**config.mk**
```make
export PLATFORM = sky130hd
export DESIGN_NAME = imem_loader
export DESIGN_NICKNAME = d
export VERILOG_FILES = /design/src/rtl/imem_loader_pkg.sv /design/src/rtl/imem_loader_word_assembler.sv /design/src/rtl/imem_loader.sv
export SDC_FILE = /design/constraint.sdc
export NUM_CORES = 1
export LEC_CHECK = 0
export BUFFER_PORTS_ARGS = -buffer_cell sky130_fd_sc_hd__buf_2
export CORE_MARGIN = 10
export CORE_UTILIZATION = 40
export DETAILED_ROUTE_END_ITERATION = 8
export PLACE_DENSITY = 0.59
export SLEW_MARGIN = 40
export SYNTH_ARGS = -nofsm -noshare
export SYNTH_HDL_FRONTEND = slang
export SYNTH_SLANG_ARGS = --single-unit
```
**constraint.sdc**
```tcl
create_clock -name clk -period 2.45 [get_ports clk]
set_input_delay 0 -clock clk [delete_from_list [all_inputs] [get_ports clk]]
set_output_delay 0 -clock clk [all_outputs]
set_load 0.005 [all_outputs]
```
**src/rtl/imem_loader_pkg.sv**
```systemverilog
// Shared types and constants for the instruction-memory loader.
// The CHECK state exists only when IMEM_LOADER_CHECKSUM_EN is defined.
package imem_loader_pkg;

    localparam int BYTES_PER_WORD = 4;
    localparam int ADDR_STEP      = 4;

    typedef enum logic [2:0] {
        ST_IDLE,
        ST_LEN,
        ST_COLLECT,
        ST_WRITE,
`ifdef IMEM_LOADER_CHECKSUM_EN
        ST_CHECK,
`endif
        ST_DONE,
        ST_ERROR
    } state_t;

    function automatic int words_max(input int mem_depth);
        return mem_depth / BYTES_PER_WORD;
    endfunction

endpackage

```
**src/rtl/imem_loader_word_assembler.sv**
```systemverilog
// Big-endian byte packer: shifts bytes in MSB first and flags the byte
// that completes a word, presenting the full word combinationally with it.
module word_assembler
    import imem_loader_pkg::*;
#(
    parameter int DATA_WIDTH = 32,
    parameter int BYTE_WIDTH = 8
) (
    input  logic                  clk,
    input  logic                  rst_n,
    input  logic                  clear,
    input  logic                  shift_en,
    input  logic [BYTE_WIDTH-1:0] byte_in,
    output logic                  word_ready,
    output logic [DATA_WIDTH-1:0] word
);

    // Only the first three bytes of a word need storage; the fourth
    // arrives on byte_in in the same cycle the word is consumed.
    logic [DATA_WIDTH-BYTE_WIDTH-1:0] sr;
    logic [1:0]                       cnt;

    always_ff @(posedge clk or negedge rst_n) begin
        if (!rst_n) begin
            sr  <= '0;
            cnt <= '0;
        end else if (clear) begin
            sr  <= '0;
            cnt <= '0;
        end else if (shift_en) begin
            sr  <= {sr[DATA_WIDTH-2*BYTE_WIDTH-1:0], byte_in};
            cnt <= cnt + 2'd1;
        end
    end

    assign word_ready = shift_en && (cnt == 2'(BYTES_PER_WORD - 1));
    assign word       = {sr, byte_in};

endmodule

```
**src/rtl/imem_loader.sv**
```systemverilog
// Program loader: length-checked byte stream from an FWFT FIFO into
// 32-bit instruction-memory writes. Optional trailer check: IMEM_LOADER_CHECKSUM_EN.
//
// state    | meaning
// ST_IDLE  | out of reset, waiting for start
// ST_LEN   | pop and validate the word-count header
// ST_COLLECT | pop payload bytes into the word assembler
// ST_WRITE | one-cycle instruction-memory write
// ST_CHECK | pop trailing XOR byte and compare (checksum builds only)
// ST_DONE  | image loaded, processor released
// ST_ERROR | load rejected, processor stays held
module imem_loader
    import imem_loader_pkg::*;
#(
    parameter int DATA_WIDTH = 32,
    parameter int BYTE_WIDTH = 8,
    parameter int MEM_DEPTH  = 256
) (
    input  logic                  clk,
    input  logic                  rst_n,
    input  logic                  start,
    input  logic                  fifo_empty,
    input  logic [BYTE_WIDTH-1:0] fifo_dout,
    output logic                  fifo_rd_en,
    output logic [DATA_WIDTH-1:0] data_in,
    output logic [BYTE_WIDTH-1:0] dir,
    output logic                  we,
    output logic                  busy,
    output logic                  done,
    output logic                  err,
    output logic                  cpu_hold
);

    localparam logic [BYTE_WIDTH-1:0] WMAX = BYTE_WIDTH'(words_max(MEM_DEPTH));

    state_t                  state;
    logic [BYTE_WIDTH-1:0]   n_words;
    logic [BYTE_WIDTH-1:0]   word_cnt;
    logic [BYTE_WIDTH-1:0]   word_cnt_nxt;
    logic                    pop;
    logic                    start_ok;
    logic                    word_ready;
    logic [DATA_WIDTH-1:0]   word;
`ifdef IMEM_LOADER_CHECKSUM_EN
    logic [BYTE_WIDTH-1:0]   xor_acc;
`endif

    always_comb begin
        pop = 1'b0;
        case (state)
            ST_LEN, ST_COLLECT: pop = !fifo_empty;
`ifdef IMEM_LOADER_CHECKSUM_EN
            ST_CHECK:           pop = !fifo_empty;
`endif
            default:            pop = 1'b0;
        endcase
    end

    assign fifo_rd_en   = pop;
    assign start_ok     = start && ((state == ST_IDLE) || (state == ST_DONE) ||
                                    (state == ST_ERROR));
    assign word_cnt_nxt = word_cnt + BYTE_WIDTH'(1);

    word_assembler #(
        .DATA_WIDTH (DATA_WIDTH),
        .BYTE_WIDTH (BYTE_WIDTH)
    ) u_asm (
        .clk        (clk),
        .rst_n      (rst_n),
        .clear      (start_ok),
        .shift_en   (pop && (state == ST_COLLECT)),
        .byte_in    (fifo_dout),
        .word_ready (word_ready),
        .word       (word)
    );

    always_ff @(posedge clk or negedge rst_n) begin
        if (!rst_n) begin
            state    <= ST_IDLE;
            n_words  <= '0;
            word_cnt <= '0;
            data_in  <= '0;
            dir      <= '0;
            we       <= 1'b0;
            busy     <= 1'b0;
            done     <= 1'b0;
            err      <= 1'b0;
            cpu_hold <= 1'b1;
`ifdef IMEM_LOADER_CHECKSUM_EN
            xor_acc  <= '0;
`endif
        end else begin
            we <= 1'b0;
            case (state)
                ST_IDLE, ST_DONE, ST_ERROR: begin
                    if (start_ok) begin
                        state    <= ST_LEN;
                        word_cnt <= '0;
                        dir      <= '0;
                        done     <= 1'b0;
                        err      <= 1'b0;
                        cpu_hold <= 1'b1;
                        busy     <= 1'b1;
`ifdef IMEM_LOADER_CHECKSUM_EN
                        xor_acc  <= '0;
`endif
                    end
                end

                ST_LEN: begin
                    if (!fifo_empty) begin
                        if (fifo_dout == '0) begin
`ifdef IMEM_LOADER_CHECKSUM_EN
                            state    <= ST_CHECK;
`else
                            state    <= ST_DONE;
                            busy     <= 1'b0;
                            done     <= 1'b1;
                            cpu_hold <= 1'b0;
`endif
                        end else if (fifo_dout > WMAX) begin
                            state <= ST_ERROR;
                            busy  <= 1'b0;
                            err   <= 1'b1;
                            done  <= 1'b1;
                        end else begin
                            n_words <= fifo_dout;
                            state   <= ST_COLLECT;
                        end
                    end
                end

                ST_COLLECT: begin
                    if (pop) begin
`ifdef IMEM_LOADER_CHECKSUM_EN
                        xor_acc <= xor_acc ^ fifo_dout;
`endif
                        if (word_ready) begin
                            data_in <= word;
                            we      <= 1'b1;
                            state   <= ST_WRITE;
                        end
                    end
                end

                ST_WRITE: begin
                    word_cnt <= word_cnt_nxt;
                    if (word_cnt_nxt == n_words) begin
`ifdef IMEM_LOADER_CHECKSUM_EN
                        state    <= ST_CHECK;
`else
                        state    <= ST_DONE;
                        busy     <= 1'b0;
                        done     <= 1'b1;
                        cpu_hold <= 1'b0;
`endif
                    end else begin
                        // Only step when another word follows, so a full
                        // 64-word image leaves dir at its last address.
                        dir   <= dir + BYTE_WIDTH'(ADDR_STEP);
                        state <= ST_COLLECT;
                    end
                end

`ifdef IMEM_LOADER_CHECKSUM_EN
                ST_CHECK: begin
                    if (!fifo_empty) begin
                        busy <= 1'b0;
                        done <= 1'b1;
                        if (fifo_dout == xor_acc) begin
                            state    <= ST_DONE;
                            cpu_hold <= 1'b0;
                        end else begin
                            state <= ST_ERROR;
                            err   <= 1'b1;
                        end
                    end
                end
`endif

                default: state <= ST_IDLE;
            endcase
        end
    end

endmodule
```
==> metrics <==
row cnt=35; Crit Path Max Fanout=7; max frequency=0.443 GHz; DP Wirelength=about 5500 um; Pleak=0.00234 uW; total power=approximately 3700 uW; DR pass1 iterations=4; Hold Path End=state[0]; core area=0.00924 sq mm; vias=between 2000 and 3000; Initial Util=between 40% and 50%; final WL=roughly 8300 um; number of global-route vias before repair=2631; WP data arrival=around 2500 ps; CTS Buffer Depth=2; Layout fillers=844; Hold Crit Class=input port to flip-flop; Final Non-Filler Cells=around 510; commonest cells after routing, fill and taps aside=dfrtp_1 (86), buf_2 (54), mux2_2 (34); routability congestion estimate=about 0.79; CTS tree=yes; FF-to-FF End=dir[2]; diodes inserted=0; worst hold path cell count=4; path depth of the worst reg2reg path=6; startpoint types=flip-flop; outcome=completed; Die ar.=0.0138 sq mm; final hold vios=0; final setup vio count=0; flops & latches, synth=88; initial DRC count=152; fin crit period=~2300 ps; # IOs=between 50 and 60; synth warn=0; Gate Count Post-Synth=~300; Post-Synthesis Cell Area=0.00379 sq mm; Setup Skew=8.29 ps; WL per Instance=~16 um; post-synthesis sequential area ratio=58.1%; crit path capture type=flip-flop; count of pins over their slew limit=0; placed insts=between 400 and 500; total CTS buffers=9; Area growth syn-to-layout=19.3%; Distinct cells, synth=42; period utilization=92.1%; Peak VDD IR=between 0.3 and 0.4 mV; placed cell area=~0.0042 sq mm; worst endpoint required time=2700 ps; clock latency on the worst-skew pair=360 ps; CTS H-tree depth=3; PwrDens=between 800 and 900 mW/mm^2; share of cells above drive strength 1=about 34%; largest net degree at the start of global routing=just under 90; IO Port Bufs=55; Slew headroom=approximately two thirds; TNS Setup=0 ps; top cell type's share of synthesized area=between 50% and 60%; largest cells by area after synthesis=dfrtp_1 (57%), mux2_2 (10%), a22o_1 (5.8%); largest area contributor in the synthesized netlist=dfrtp_1; DRT antenna net count=0; actual slew at the worst max-slew pin=a little over 500 ps; DRC violation count after routing=0; worst hold start=start; commonest non-fill, non-tap cell in the layout=dfrtp_1; CTS Root Cell=clkbuf_8; R2R Path Start=word_cnt[0]; first-pass GRT wire length=between 10000 and 15000 um; RSZ-0062 raised after global routing=yes; initial antenna violation count=0; GR Overflow Total=0; Die Width=around 120 um; number of max-cap violations=0; clk slew on worst S/H paths=around 90 ps; register-to-register setup slack=about 190 ps; Final nets=~390; total track usage=between 10 and 15%; clk sink count=just under 90; Setup Crit Path Kind=flip-flop to flip-flop; Syn Area/Cell=12.3 sq um; die height=117 um; Vias/cell=slightly above 5; Finished Cell Area=roughly 0.0045 sq mm
-- power breakdown --
part	internal, uW	switching [uW]	total (uW)
sequential	1620	171	1790
combinational	427	492	919
clock	401	587	988
total	2450	1250	3700
-- per-layer routing --
| metal | GRT usage, % | up-vias | share of wire [%] |
|---|---|---|---|
| li1 | - | 1237 | - |
| met1 | 17.3 | 1287 | 50 |
| met2 | 17.6 | 61 | 44 |
| met3 | 3.88 | 7 | 5.0 |
| met4 | 3.99 | 0 | 1.1 |
| met5 | 0 | - | 0 |
-- how the worst max path moves through the flow --
stage | from | to | cells after the start
after CTS | word_cnt[0] | dir[2] | 6
final | word_cnt[0] | dir[2] | 6
after detailed placement | word_cnt[0] | dir[2] | 6
after floorplan | word_cnt[0] | dir[2] | 6
after global placement | word_cnt[0] | dir[2] | 6
after global routing | word_cnt[0] | dir[2] | 6
-- critical path: stages (launching register included) --
cell and delay (ps):
dfrtp_2 460, ha_1 330, xor2_1 180, a2111oi_2 340
o211ai_1 250, o21ai_0 240, mux2_2 350
-- synth_stat cells --
library cell and number:
o2111a_1 1, and4_4 1, o22ai_1 1, o21ai_0 17, o31ai_1 3, dfrtp_1 87
o211ai_1 2, a211oi_1 2, nor2_1 24, inv_1 7, a2111oi_2 1, nor2b_1 2
a22oi_1 1, xor2_1 5, nand2b_1 2, nand2_1 19, conb_1 1, or2_2 2
and4_1 1, a21oi_1 8, xnor2_1 6, mux2i_1 6, dfstp_2 1, nand4_1 1
nand3_1 6, buf_4 2, mux2_2 34, a221o_2 1, and3_1 2, nor4_2 1
a22o_1 25, buf_2 1, nor3_1 5, clkbuf_1 9, a211o_1 2, buf_1 3
nor2b_2 1, buf_6 1, and2_1 2, ha_1 3, mux2_4 7, or4_1 1
-- layout make-up --
cell class / instances / area [sq um] / area share (%)
Inverter: 7 / 26.3 / 0.581
Timing Repair Buffer: 71 / 445 / 9.85
Sequential cell: 88 / 2200 / 48.7
Clock buffer: 9 / 124 / 2.74
Multi-Input combinational cell: 197 / 1490 / 33.0
Tap cell: 129 / 161 / 3.57
Clock inverter: 7 / 68.8 / 1.52
-- stage by stage --
step	hold WS [ps]	utilization (%)	setup slack, ps
after floorplan	-296	-	313
after global placement	78.0	45.7	156
after detailed placement	76.9	45.7	135
after CTS	51.6	48.8	103
after global routing	102	49.0	-25.6
final	69.6	49.0	193
-- registers in the layout, indices dropped and copies added (netlist names) --
signal,cells
state,3
data_in,32
u_asm.cnt,2
u_asm.sr,24
n_words,8
cpu_hold,1
we,1
dir,6
done,1
busy,1
err,1
word_cnt,8
-- repair_timing --
action,in CTS,in global routing
buffers inserted,0,2
resized for setup,0,4
hold buffers,9,0
endpoints found under the hold margin,108,0
setup endpoints to repair,0,5
-- cells by family after synthesis --
logic type               count (synthesis)  share of synthesized area [%]
other                                    1                         0.0989
flip-flops                              88                           58.1
adder cells (fa/ha/maj)                  3                          0.990
AND/OR/NAND/NOR                         70                           8.81
buffers and inverters                   23                           2.71
multiplexers                            47                           14.5
XOR/XNOR                                11                           2.54
AO/OA/AOI/OAI                           64                           12.3
Power figures use the tool's default switching activity.
